File: config.mk
export PLATFORM = sky130hd
export DESIGN_NAME = imem_loader_flat
export DESIGN_NICKNAME = d
export VERILOG_FILES = /design/src/rtl/imem_loader_if.sv /design/src/rtl/imem_loader.sv /design/src/flat_wrapper.sv
export SDC_FILE = /design/constraint.sdc
export NUM_CORES = 1
export LEC_CHECK = 0
export CORE_MARGIN = 8
export CORE_UTILIZATION = 25
export CTS_CLUSTER_SIZE = 30
export DETAILED_ROUTE_END_ITERATION = 12
export SKIP_CTS_REPAIR_TIMING = 1
export SYNTH_ARGS = -nofsm -noshare
export SYNTH_HDL_FRONTEND = slang
export SYNTH_SLANG_ARGS = --single-unit
File: constraint.sdc
create_clock -name clk -period 2.9 [get_ports clk]
set_clock_uncertainty 0.1 [all_clocks]
set_input_delay 0.725 -clock clk [delete_from_list [all_inputs] [get_ports clk]]
set_output_delay 0.725 -clock clk [all_outputs]
set_load 0.03 [all_outputs]
File: src/rtl/imem_loader_if.sv
// Byte-stream handshake and instruction-memory write port of the boot loader.
interface imem_loader_if #(
  parameter int ADDR_WIDTH = 10
);
  logic                  rx_valid;
  logic [7:0]            rx_data;
  logic                  rx_ready;
  logic                  mem_we;
  logic [ADDR_WIDTH-1:0] mem_addr;
  logic [31:0]           mem_wdata;

  modport master (
    output rx_valid, rx_data,
    input  rx_ready, mem_we, mem_addr, mem_wdata
  );

  modport slave (
    input  rx_valid, rx_data,
    output rx_ready, mem_we, mem_addr, mem_wdata
  );
endinterface

File: src/rtl/imem_loader.sv
// Boot-time instruction-memory loader: header + big-endian words, holds the CPU until loaded.
// Optional trailing checksum byte when LOADER_CHECKSUM_EN is defined.
module imem_loader #(
  parameter int ADDR_WIDTH = 10
) (
  input  logic            clk,
  input  logic            reset,
  imem_loader_if.slave    bus,
  output logic            cpu_run,
  output logic            busy,
  output logic            error
);

  typedef enum logic [2:0] {
    HDR_HI,
    HDR_LO,
    DATA,
`ifdef LOADER_CHECKSUM_EN
    CSUM,
`endif
    DONE,
    ERR
  } state_e;

`ifdef LOADER_CHECKSUM_EN
  localparam state_e AFTER_DATA = CSUM;
`else
  localparam state_e AFTER_DATA = DONE;
`endif

  localparam int unsigned CAPACITY = 1 << ADDR_WIDTH;

  state_e                state_q, state_d;
  logic [15:0]           len_q, len_d;
  logic [ADDR_WIDTH:0]   word_q, word_d;
  logic [1:0]            byte_q, byte_d;
  logic [23:0]           shift_q, shift_d;
  logic                  we_q, we_d;
  logic [ADDR_WIDTH-1:0] addr_q, addr_d;
  logic [31:0]           wdata_q, wdata_d;
  logic                  run_q, run_d;
  logic [7:0]            sum_q, sum_d;
  logic                  rx_ready_w;
  logic                  hs;
  logic [15:0]           len_full;

  assign rx_ready_w    = !reset && (state_q != DONE) && (state_q != ERR);
  assign hs            = bus.rx_valid && rx_ready_w;
  assign len_full      = {len_q[15:8], bus.rx_data};

  assign bus.rx_ready  = rx_ready_w;
  assign bus.mem_we    = we_q;
  assign bus.mem_addr  = addr_q;
  assign bus.mem_wdata = wdata_q;
  assign cpu_run       = run_q;
  assign busy          = (state_q != HDR_HI) && (state_q != DONE) && (state_q != ERR);
  assign error         = (state_q == ERR);

  always_comb begin
    // NOTE: every next-state signal gets a default first so no path leaves one unassigned (no latches).
    state_d = state_q;
    len_d   = len_q;
    word_d  = word_q;
    byte_d  = byte_q;
    shift_d = shift_q;
    we_d    = 1'b0;
    addr_d  = addr_q;
    wdata_d = wdata_q;
    sum_d   = sum_q;
    run_d   = (state_q == DONE);

    case (state_q)
      HDR_HI: if (hs) begin
        len_d[15:8] = bus.rx_data;
        state_d     = HDR_LO;
      end
      HDR_LO: if (hs) begin
        len_d[7:0] = bus.rx_data;
        word_d     = '0;
        byte_d     = '0;
        sum_d      = '0;
        if (32'(len_full) > CAPACITY)  state_d = ERR;
        else if (len_full == 16'd0)    state_d = AFTER_DATA;
        else                           state_d = DATA;
      end
      DATA: if (hs) begin
        sum_d = sum_q + bus.rx_data;
        if (byte_q == 2'd3) begin
          // Word complete: strobe next cycle, addr/data hold until the next write.
          wdata_d = {shift_q, bus.rx_data};
          addr_d  = word_q[ADDR_WIDTH-1:0];
          we_d    = 1'b1;
          word_d  = word_q + (ADDR_WIDTH+1)'(1);
          byte_d  = '0;
          if (32'(word_d) == 32'(len_q)) state_d = AFTER_DATA;
        end else begin
          shift_d = {shift_q[15:0], bus.rx_data};
          byte_d  = byte_q + 2'd1;
        end
      end
`ifdef LOADER_CHECKSUM_EN
      CSUM: if (hs) begin
        state_d = (8'(sum_q + bus.rx_data) == 8'd0) ? DONE : ERR;
      end
`endif
      default: ;
    endcase
  end

  // NOTE: sequential state uses non-blocking assignments so all registers update together at the edge.
  always_ff @(posedge clk) begin
    if (reset) begin
      state_q <= HDR_HI;
      len_q   <= '0;
      word_q  <= '0;
      byte_q  <= '0;
      shift_q <= '0;
      we_q    <= 1'b0;
      addr_q  <= '0;
      wdata_q <= '0;
      run_q   <= 1'b0;
      sum_q   <= '0;
    end else begin
      state_q <= state_d;
      len_q   <= len_d;
      word_q  <= word_d;
      byte_q  <= byte_d;
      shift_q <= shift_d;
      we_q    <= we_d;
      addr_q  <= addr_d;
      wdata_q <= wdata_d;
      run_q   <= run_d;
      sum_q   <= sum_d;
    end
  end

endmodule

File: src/flat_wrapper.sv
// flat-port wrapper written by rule: the top's interface ports become plain ports
module imem_loader_flat 
#(
  parameter int ADDR_WIDTH = 10
)
  (clk, reset, cpu_run, busy, error, bus_rx_valid, bus_rx_data, bus_rx_ready, bus_mem_we, bus_mem_addr, bus_mem_wdata);
  imem_loader_if #(.ADDR_WIDTH(ADDR_WIDTH)) bus_i ();
  input  logic clk;
  input  logic reset;
  output logic cpu_run;
  output logic busy;
  output logic error;
  input wire logic [$bits(bus_i.rx_valid)-1:0] bus_rx_valid;
  input wire logic [$bits(bus_i.rx_data)-1:0] bus_rx_data;
  output wire logic [$bits(bus_i.rx_ready)-1:0] bus_rx_ready;
  output wire logic [$bits(bus_i.mem_we)-1:0] bus_mem_we;
  output wire logic [$bits(bus_i.mem_addr)-1:0] bus_mem_addr;
  output wire logic [$bits(bus_i.mem_wdata)-1:0] bus_mem_wdata;
  assign bus_i.rx_valid = bus_rx_valid;
  assign bus_i.rx_data = bus_rx_data;
  assign bus_rx_ready = bus_i.rx_ready;
  assign bus_mem_we = bus_i.mem_we;
  assign bus_mem_addr = bus_i.mem_addr;
  assign bus_mem_wdata = bus_i.mem_wdata;
  imem_loader #(.ADDR_WIDTH(ADDR_WIDTH)) u_core (.clk(clk), .reset(reset), .bus(bus_i), .cpu_run(cpu_run), .busy(busy), .error(error));
endmodule
==> results of run 1 <==
==> final cells by class <==
class                      instances  area (um2)
fill                            1690       10800
sequential                       100        2000
multi-input combinational        366        1900
timing repair buffer              65         648
tap                              216         270
clock buffer                      11         253
clock inverter                     5        50.0
inverter                           4        15.0
==> logic make-up after synthesis <==
group | count (synthesis)
AO/OA/AOI/OAI | 115
adder cells (fa/ha/maj) | 2
buffers and inverters | 40
multiplexers | 8
AND/OR/NAND/NOR | 227
flip-flops | 100
XOR/XNOR | 14
==> power by group through the flow <==
stage	sequential, mW	combinational, mW	clock, mW
final	1.40	0.125	1.20
after CTS	1.40	0.126	1.24
after floorplan	1.42	0.0819	0
after detailed placement	1.43	0.126	0
after global routing	1.40	0.137	1.30
after global placement	1.43	0.123	0
==> through the flow <==
step,cell area [um2],instances
global placement,4830,751
floorplan,4090,506
CTS,5130,767
detailed placement,4830,751
global route,5130,767
finish,5130,767
==> final timing paths <==
check                                           endpoint               start  cells past startpoint
worst max register to register         u_core.state_q[0]    u_core.word_q[0]                      7
worst min register to register  u_core.bus.mem_wdata[29]  u_core.shift_q[21]                      2
worst max-delay path                               error   u_core.state_q[0]                      2
worst min-delay path            u_core.bus.mem_wdata[29]  u_core.shift_q[21]                      2
==> sequential cells by signal, indices dropped and copies added (netlist names) <==
register and flops:
u_core.bus.mem_addr 10, u_core.state_q 3, u_core.word_q 11, u_core.shift_q 24, u_core.byte_q 2, u_core.bus.mem_we 1
u_core.cpu_run 1, u_core.len_q 16, u_core.bus.mem_wdata 32
==> cells in the mapped netlist (3+ instances only) <==
| library cell | n |
|---|---|
| or3_1 | 4 |
| mux2i_1 | 8 |
| a211oi_1 | 3 |
| xnor2_1 | 10 |
| o21ai_0 | 12 |
| and3_1 | 6 |
| nand3_1 | 9 |
| nor2b_1 | 5 |
| nand2_1 | 154 |
| inv_1 | 3 |
| a21oi_1 | 81 |
| xor2_1 | 4 |
| nor3_1 | 4 |
| o31ai_1 | 4 |
| clkbuf_1 | 19 |
| buf_6 | 3 |
| buf_2 | 12 |
| nor2_1 | 24 |
| nor4_1 | 3 |
| dfxtp_1 | 100 |
==> critical path, stage by stage (launching register included) <==
cell	delay (ns)
dfxtp_1	0.41
nor3b_2	0.36
clkdlybuf4s50_1	0.74
==> metal layers <==
metal  global-route usage [%]  share of wire (%)
met5                        0                  0
met4                     3.32                1.5
met3                     3.92                6.8
met1                     13.4                 48
met2                     16.1                 44
==> impl_results.md, run 1 <==
* Period utilization at 92.3%
* CTS clk-pin slew, worst paths at approximately 0.06 ns
* Final hold viol count at 0
* Port bufs at 57
* Clk pwr share at between 40 and 50%
* Max VDD drop at between 0.3 and 0.4 mV
* Asr flop ratio synth at 0%
* Routed len/inst at 13.7 um
* Core ar. at about 16000 um2
* Die width at around 140 um
* Largest family of logic cells by synthesized area: simple AND/OR/NAND/NOR gates
* MaxCap Viol Count at 0
* Post-synth EDFFs at 0
* Yosys warns at 0
* Global route total overflow at 0
* Sequential share of power at around 50%
* Worst skew pair latency at 0.35 ns
* Post-Syn Area at 4090 um2
* Outcome: finished clean
* Final WL at roughly 11000 um
* Util after Layout at around 32%
* Most common cell after layout, fill and taps aside: nand2_1
* Most frequent cells in the layout: 154 x nand2_1, 100 x dfxtp_1, 81 x a21oi_1
* CTS max path bufs at 2
* FMAX at between 300 and 400 MHz
* Vias per Instance at 4.63
* Dpl ws at 0.0842 ns
* Crit path required time at around 2.1 ns
* Top post-synthesis cells by area: dfxtp_1 49%, nand2_1 14%, a21oi_1 9.9%, nor2_1 2.2%, xnor2_1 2.1%
* Pin count of the biggest net entering global routing at a little under 90
* Antenna violations before repair at 0
* Endpoints failing setup at 0
* CP Capture Type: output pin
* DP HPWL at between 7000 and 8000 um
* P_leak at 1.73 nW
* Worst Path Max Fanout at 10
* Worst Tran Pin Value at about 0.9 ns
* Row Count at 46
* Syn Area/Cell at a little over 8 um2
* Via count at between 3000 and 4000
* Layout cells sized above 1 at ~6.7%
* Synth Flop Type: dfxtp_1
* Routability congestion estimate at ~0.85
* R2r setup slk at roughly 0.52 ns
* Post-synthesis mux area share at under 10%
* CP Class: reg2out
* # DRC at 0
* Pwr/cell area at approximately 530 nW/um2
* Area growth syn-to-layout at 25.5%
* Syn Inst Count at 506
* RSZ-0062 raised after global routing: no
* Tmin final at ~2.7 ns
* Comb pwr share at ~4.6%
* H-tree Lvls at 3
* NetSw at between 0.5 and 0.6 mW
* Total power at 2.73 mW
* CP Launch Type: flop
* Post-Synth Simple-Gate Area at 24.8%
* ANT cells at 0
* Iter 0 DRT Violations at roughly 290
* Setup TNS at 0 ns
* GRT Total Usage at between 10% and 20%
* Hold Slack at around 0.35 ns
* # nets final at about 560
* Synth cell types at 51
* IO Count at 58
* Arrival time at the worst endpoint at about 1.9 ns
* Vias in the first global route at 3511
* CTS tree: done
* Cell Int Power at roughly 2.1 mW
* Final WS setup at around 0.22 ns
* Synth Area in Compound Gates at 16.0%
* Synth top area share at between 40% and 50%
* Die Area at between 20000 and 25000 um2
* Switching Share at around a fifth
* Fin. max-slew vios at 0
* DRT Pass-1 Iters at 5
* CTS Buf Count at 9
* Synth Area in Adders at less than 1%
* Seq/Total Area, Yosys at roughly half
* DIE HEIGHT at 144 um
* Detail Route Antenna Nets at 0
* Sink Count at 100
* Hold crit path type: reg2reg
* Root Driver: clkbuf_16
* Syn_nets at ~520
* Headroom to the max-slew limit at roughly 40%
* First-pass GRT wire length at around 18000 um
* XOR/XNOR Fraction of Synth Area at under 10%
* Synthesized flop and latch total at 100
* Initial core utilization at approximately a quarter
* Area leader, netlist: dfxtp_1
Note: power is estimated with default switching activity, not from simulation.
==> inputs of run 2 (changes only) <==
- CORE_MARGIN: 8 -> 5
==> run 2 against run 1 <==
Combinational power hardly changed. Routed wire length is 1.8% lower. Sequential cell count stayed put. Global-route usage is 0.60 points higher. Non-clock buffer count is 3 higher. Sequential power hardly changed. Clock power is 3% higher. Fmax hardly changed. Register-to-register slack better by 0.03 ns. Total power is 1.4% higher. Design area is 0.54% higher.
==> impl_results.md, run 2 (synthesized netlist as in run 1, its figures left out) <==
* Worst skew pair latency at 0.35 ns (about the same)
* DP HPWL at 7340 um (-1.2%)
* MaxCap Viol Count at 0 (unchanged)
* Die width at 138 um (-4.2%)
* RSZ-0062 raised after global routing: no
* Vias in the first global route at 3481 (-0.85%)
* Final WS setup at 0.223 ns (-0.000483 ns)
* H-tree Lvls at 3 (unchanged)
* DIE HEIGHT at 138 um (-4.2%)
* Iter 0 DRT Violations at 176 (-38%)
* Via count at 3539 (-0.34%)
* Endpoints failing setup at 0 (unchanged)
* Row Count at 46 (unchanged)
* Root Driver: clkbuf_16
* Headroom to the max-slew limit at 40.5% (+0.60 points)
* Most common cell after layout, fill and taps aside: nand2_1
* IO Count at 58 (unchanged)
* Pwr/cell area at 536 nW/um2 (+0.90%)
* Final hold viol count at 0 (unchanged)
* Hold crit path type: reg2reg
* Crit path required time at 2.08 ns (about the same)
* Most frequent cells in the layout: 154 x nand2_1, 100 x dfxtp_1, 81 x a21oi_1
* # DRC at 0 (unchanged)
* CP Capture Type: output pin
* Port bufs at 57 (unchanged)
* First-pass GRT wire length at 17100 um (-2.6%)
* ANT cells at 0 (unchanged)
* Vias per Instance at 4.60 (-0.73%)
* CTS tree: done
* Routability congestion estimate at 0.861 (+1.2%)
* Worst Tran Pin Value at 0.892 ns (-0.00907 ns)
* Layout cells sized above 1 at 7.22% (+0.51 points)
* GRT Total Usage at 11.1% (+0.60 points)
* Max reg flops at 32 (unchanged)
* CTS Buf Count at 9 (unchanged)
* Fin. max-slew vios at 0 (unchanged)
* CTS clk-pin slew, worst paths at 0.07 ns (about the same)
* CTS max path bufs at 2 (unchanged)
* Dpl ws at 0.105 ns (+0.0209 ns)
* Period utilization at 92.3% (about the same)
* P_leak at 1.75 nW (+0.80%)
* CP Launch Type: flop
* # nets final at 562 (+0.54%)
* Final WL at 10300 um (-1.8%)
* Outcome: finished clean
* Die Area at 19000 um2 (-8.2%)
* Detail Route Antenna Nets at 0 (unchanged)
* Setup TNS at 0 ns (unchanged)
* Area growth syn-to-layout at 26.2%
* Antenna violations before repair at 0 (unchanged)
* Sink Count at 100 (unchanged)
* Worst Path Max Fanout at 10 (unchanged)
* Initial core utilization at 25.7% (unchanged)
* Core ar. at 15900 um2 (unchanged)
* Arrival time at the worst endpoint at 1.85 ns (about the same)
* DRT Pass-1 Iters at 5 (unchanged)
* Hold Slack at 0.349 ns (-0.00304 ns)
* Max VDD drop at 0.272 mV (-20%)
* Global route total overflow at 0 (unchanged)
* Pin count of the biggest net entering global routing at 89 (unchanged)
* Routed len/inst at 13.4 um (-2.2%)
* CP Class: reg2out
* FMAX at 374 MHz (about the same)
* Tmin final at 2.68 ns (+0.000483 ns)
-- run 2: cell types whose count changed in the layout (fill, tap and decap cells not counted), sizes merged --
cell    change
inv         +3
clkbuf      -1
buf         +3
clkinv      -2
-- run 2: worst paths after layout --
kind                            slack (ns)                from  cells after the start                        to
worst max-delay path                  0.22   u_core.state_q[0]                      2                     error
worst min-delay path                  0.35  u_core.shift_q[21]                      2  u_core.bus.mem_wdata[29]
worst max register to register        0.55    u_core.word_q[0]                      7         u_core.state_q[0]
worst min register to register        0.35  u_core.shift_q[21]                      2  u_core.bus.mem_wdata[29]
-- run 2: critical path, cell delays in order, from the launching register on --
cell	delay [ns]
dfxtp_1	0.40
nor3b_2	0.36
clkdlybuf4s50_1	0.74
-- run 2: final cells by class --
cell class	instances	area [um2]
inverter	4	15.0
multi-input combinational	366	1900
fill	1709	10800
tap	216	270
timing repair buffer	68	671
sequential	100	2000
clock buffer	10	239
clock inverter	6	68.8
-- run 2: metrics by stage --
step / instances / utilization (%) / power [mW] / cell area, um2
global route: 770 / 32.4 / 2.85 / 5160
global placement: 754 / 30.4 / 1.55 / 4850
CTS: 770 / 32.4 / 2.79 / 5160
finish: 770 / 32.4 / 2.77 / 5160
floorplan: 506 / - / 1.50 / 4090
detailed placement: 754 / 30.4 / 1.55 / 4850
-- run 2: routing by layer --
metal | vias to the layer above | GRT usage [%] | wire length (um)
met2 | 73 | 17.5 | 4630
met3 | 13 | 3.16 | 636
met4 | 0 | 4.61 | 180
met1 | 1669 | 14.3 | 4890
met5 | - | 0 | 0
li1 | 1784 | - | -
-- run 2: report_power, final --
part           switching [mW]  total (mW)  internal, mW
clock network           0.542        1.24         0.702
logic                  0.0749       0.124        0.0495
registers              0.0138        1.40          1.38
total                   0.631        2.77          2.14
==> inputs of run 3 (changes only) <==
- HOLD_SLACK_MARGIN: unset -> 0.05
- RECOVER_POWER: unset -> 100
- clock period: 2.9 -> 3.4 ns (I/O delays scaled with it)
==> run 3 against run 2 <==
Via count is 0.48% higher. First-iteration DRC count increased by 23%. Sequential power is 15% lower. Worst setup slack better by 0.22 ns. Critical path depth grew 6. Clock-buffer cell count up 2. Total power shrank 16%. Critical endpoint is now u_core.word_q[0]. Clock power is 16% lower. Hold slack better by 0.0047 ns. Global-route usage did not move. Routed wire length is 0.52% higher. Final cell count increased by 0.13%.
==> impl_results.md, run 3 (synthesized netlist as in run 1, its figures left out) <==
* MaxCap Viol Count at 0 (unchanged)
* Hold crit path type: reg2reg
* First-pass GRT wire length at 17100 um (unchanged)
* CTS tree: done
* Tmin final at between 2 and 3 ns
* Iter 0 DRT Violations at 217 (+23%)
* Endpoints failing setup at 0 (unchanged)
* Worst Tran Pin Value at 0.564 ns (-0.328 ns)
* Hold Crit Start: u_core.shift_q[21]
* NetSw at 0.508 mW (-19%)
* Worst path max stage delay at 0.59 ns (-0.15 ns)
* CTS clk-pin slew, worst paths at 0.07 ns (about the same)
* Routability congestion estimate at 0.828 (-3.8%)
* Critical path cell sequence: dlygate4sd3_1 > nand4bb_1 > nor4_1 > nand2_1 > clkinv_1 > clkbuf_1 > nor2_1 > a211oi_1
* Sink Count at 100 (unchanged)
* Max reg flops at 32 (unchanged)
* CTS max path bufs at 2 (unchanged)
* Sequential share of power at 51.0% (+0.5 points)
* Die width at 138 um (unchanged)
* Headroom to the max-slew limit at 62.4% (+22 points)
* Launch point of the worst path: bus_rx_valid
* CP Capture Type: flop
* CP Class: in2reg
* Final hold viol count at 0 (unchanged)
* Max VDD drop at 0.225 mV (-17%)
* Setup TNS at 0 ns (unchanged)
* DRT Pass-1 Iters at 5 (unchanged)
* CTS Buf Count at 9 (unchanged)
* DIE HEIGHT at 138 um (unchanged)
* FMAX at 338 MHz
* Die Area at 19000 um2 (unchanged)
* Pin count of the biggest net entering global routing at 55 (-38%)
* H-tree Lvls at 3 (unchanged)
* Antenna violations before repair at 0 (unchanged)
* Util after Layout at 32.0% (-0.37 points)
* P_leak at 1.88 nW (+7.7%)
* ANT cells at 0 (unchanged)
* Detail Route Antenna Nets at 0 (unchanged)
* Clk pwr share at 44.6% (-0.4 points)
* DP HPWL at 7300 um (-0.62%)
* Most frequent cells in the layout: 155 x nand2_1, 100 x dfxtp_1, 81 x a21oi_1
* # DRC at 0 (unchanged)
* Outcome: finished clean
* Arrival time at the worst endpoint at 3.13 ns (+1.28 ns)
* IO Count at 58 (unchanged)
* Row Count at 46 (unchanged)
* Period utilization at 87.1%
* Filler instances at 1696 (-0.76%)
* Dpl ws at 0.499 ns (+0.394 ns)
* Global route total overflow at 0 (unchanged)
* Vias per Instance at 4.61 (+0.35%)
* Vias in the first global route at 3441 (-1.1%)
* Fin. max-slew vios at 0 (unchanged)
* Final WL at 10400 um (+0.52%)
* Via count at 3556 (+0.48%)
* Layout cells sized above 1 at 5.77% (-1.5 points)
* Total power at 2.34 mW (-16%)
* Worst skew pair latency at 0.35 ns (about the same)
* Reg2reg start: u_core.state_q[1]
* Pwr/cell area at 458 nW/um2 (-15%)
* Routed len/inst at 13.5 um (+0.39%)
* RSZ-0062 raised after global routing: no
* GRT Total Usage at 11.1% (unchanged)
* # nets final at 563 (+0.18%)
* Area growth syn-to-layout at 24.7%
* Most common cell after layout, fill and taps aside: nand2_1
* Root Driver: clkbuf_16
* Worst Path Max Fanout at 10 (unchanged)
* Comb pwr share at 4.4% (about the same)
* Core ar. at 15900 um2 (unchanged)
* Port bufs at 57 (unchanged)
* Slowest cell on the critical path: dlygate4sd3_1
* Initial core utilization at 25.7% (unchanged)
* Final WS setup at 0.439 ns (+0.216 ns)
* Switching Share at 21.7% (-1.1 points)
* Crit path required time at 3.56 ns (+1.48 ns)
* Cell Int Power at 1.83 mW (-14%)
* CP Launch Type: input pin
[run 3: cell types whose count changed in the layout (fill, tap and decap cells not counted), sizes merged]
cell	before	now
clkinvlp	0	1
clkdlybuf4s25	0	1
dlygate4sd3	0	48
clkinv	2	3
buf	13	8
inv	7	3
clkbuf	10	17
clkdlybuf4s50	55	7
[run 3: through the flow]
stage                     instance area [um2]  std cells  hold WS [ns]
after floorplan                          4090        506         0.332
after global placement                   4850        755         0.344
after detailed placement                 4850        755         0.350
after CTS                                5150        771         0.360
after global routing                     5100        771         0.375
final                                    5100        771         0.353
[run 3: final timing paths]
kind	end	slack (ns)	depth (start not counted)
worst max register to register	u_core.word_q[0]	0.91	7
worst min-delay path	u_core.bus.mem_wdata[29]	0.35	2
worst max-delay path	u_core.word_q[0]	0.44	8
worst min register to register	u_core.bus.mem_wdata[29]	0.35	2
[run 3: critical path, delay by kind of cell]
family | cells | cell delay [ns]
buffers and inverters | 3 | 1.16
and+or+nand+nor | 4 | 0.89
AOI/OAI and AO/OA | 1 | 0.21
[run 3: final cells by class]
cell class | instances | area, um2 | share of cell area, %
Sequential cell | 100 | 2000 | 39.2
Multi-Input combinational cell | 366 | 1870 | 36.7
Timing Repair Buffer | 69 | 639 | 12.5
Tap cell | 216 | 270 | 5.30
Clock buffer | 12 | 256 | 5.03
Clock inverter | 4 | 47.5 | 0.932
Inverter | 4 | 15.0 | 0.294
[run 3: power by group through the flow]
stage | combinational, mW | clock (mW) | sequential, mW
floorplan | 0.0698 | 0 | 1.21
global placement | 0.107 | 0 | 1.22
detailed placement | 0.109 | 0 | 1.22
CTS | 0.109 | 1.08 | 1.19
global route | 0.112 | 1.11 | 1.19
finish | 0.102 | 1.04 | 1.19
[run 3: routing by layer]
| metal | vias up | GRT usage [%] | wire (um) |
|---|---|---|---|
| li1 | 1781 | - | - |
| met1 | 1678 | 14.7 | 4990 |
| met2 | 88 | 17.5 | 4700 |
| met3 | 9 | 3.41 | 576 |
| met4 | 0 | 3.29 | 127 |
| met5 | - | 0 | 0 |
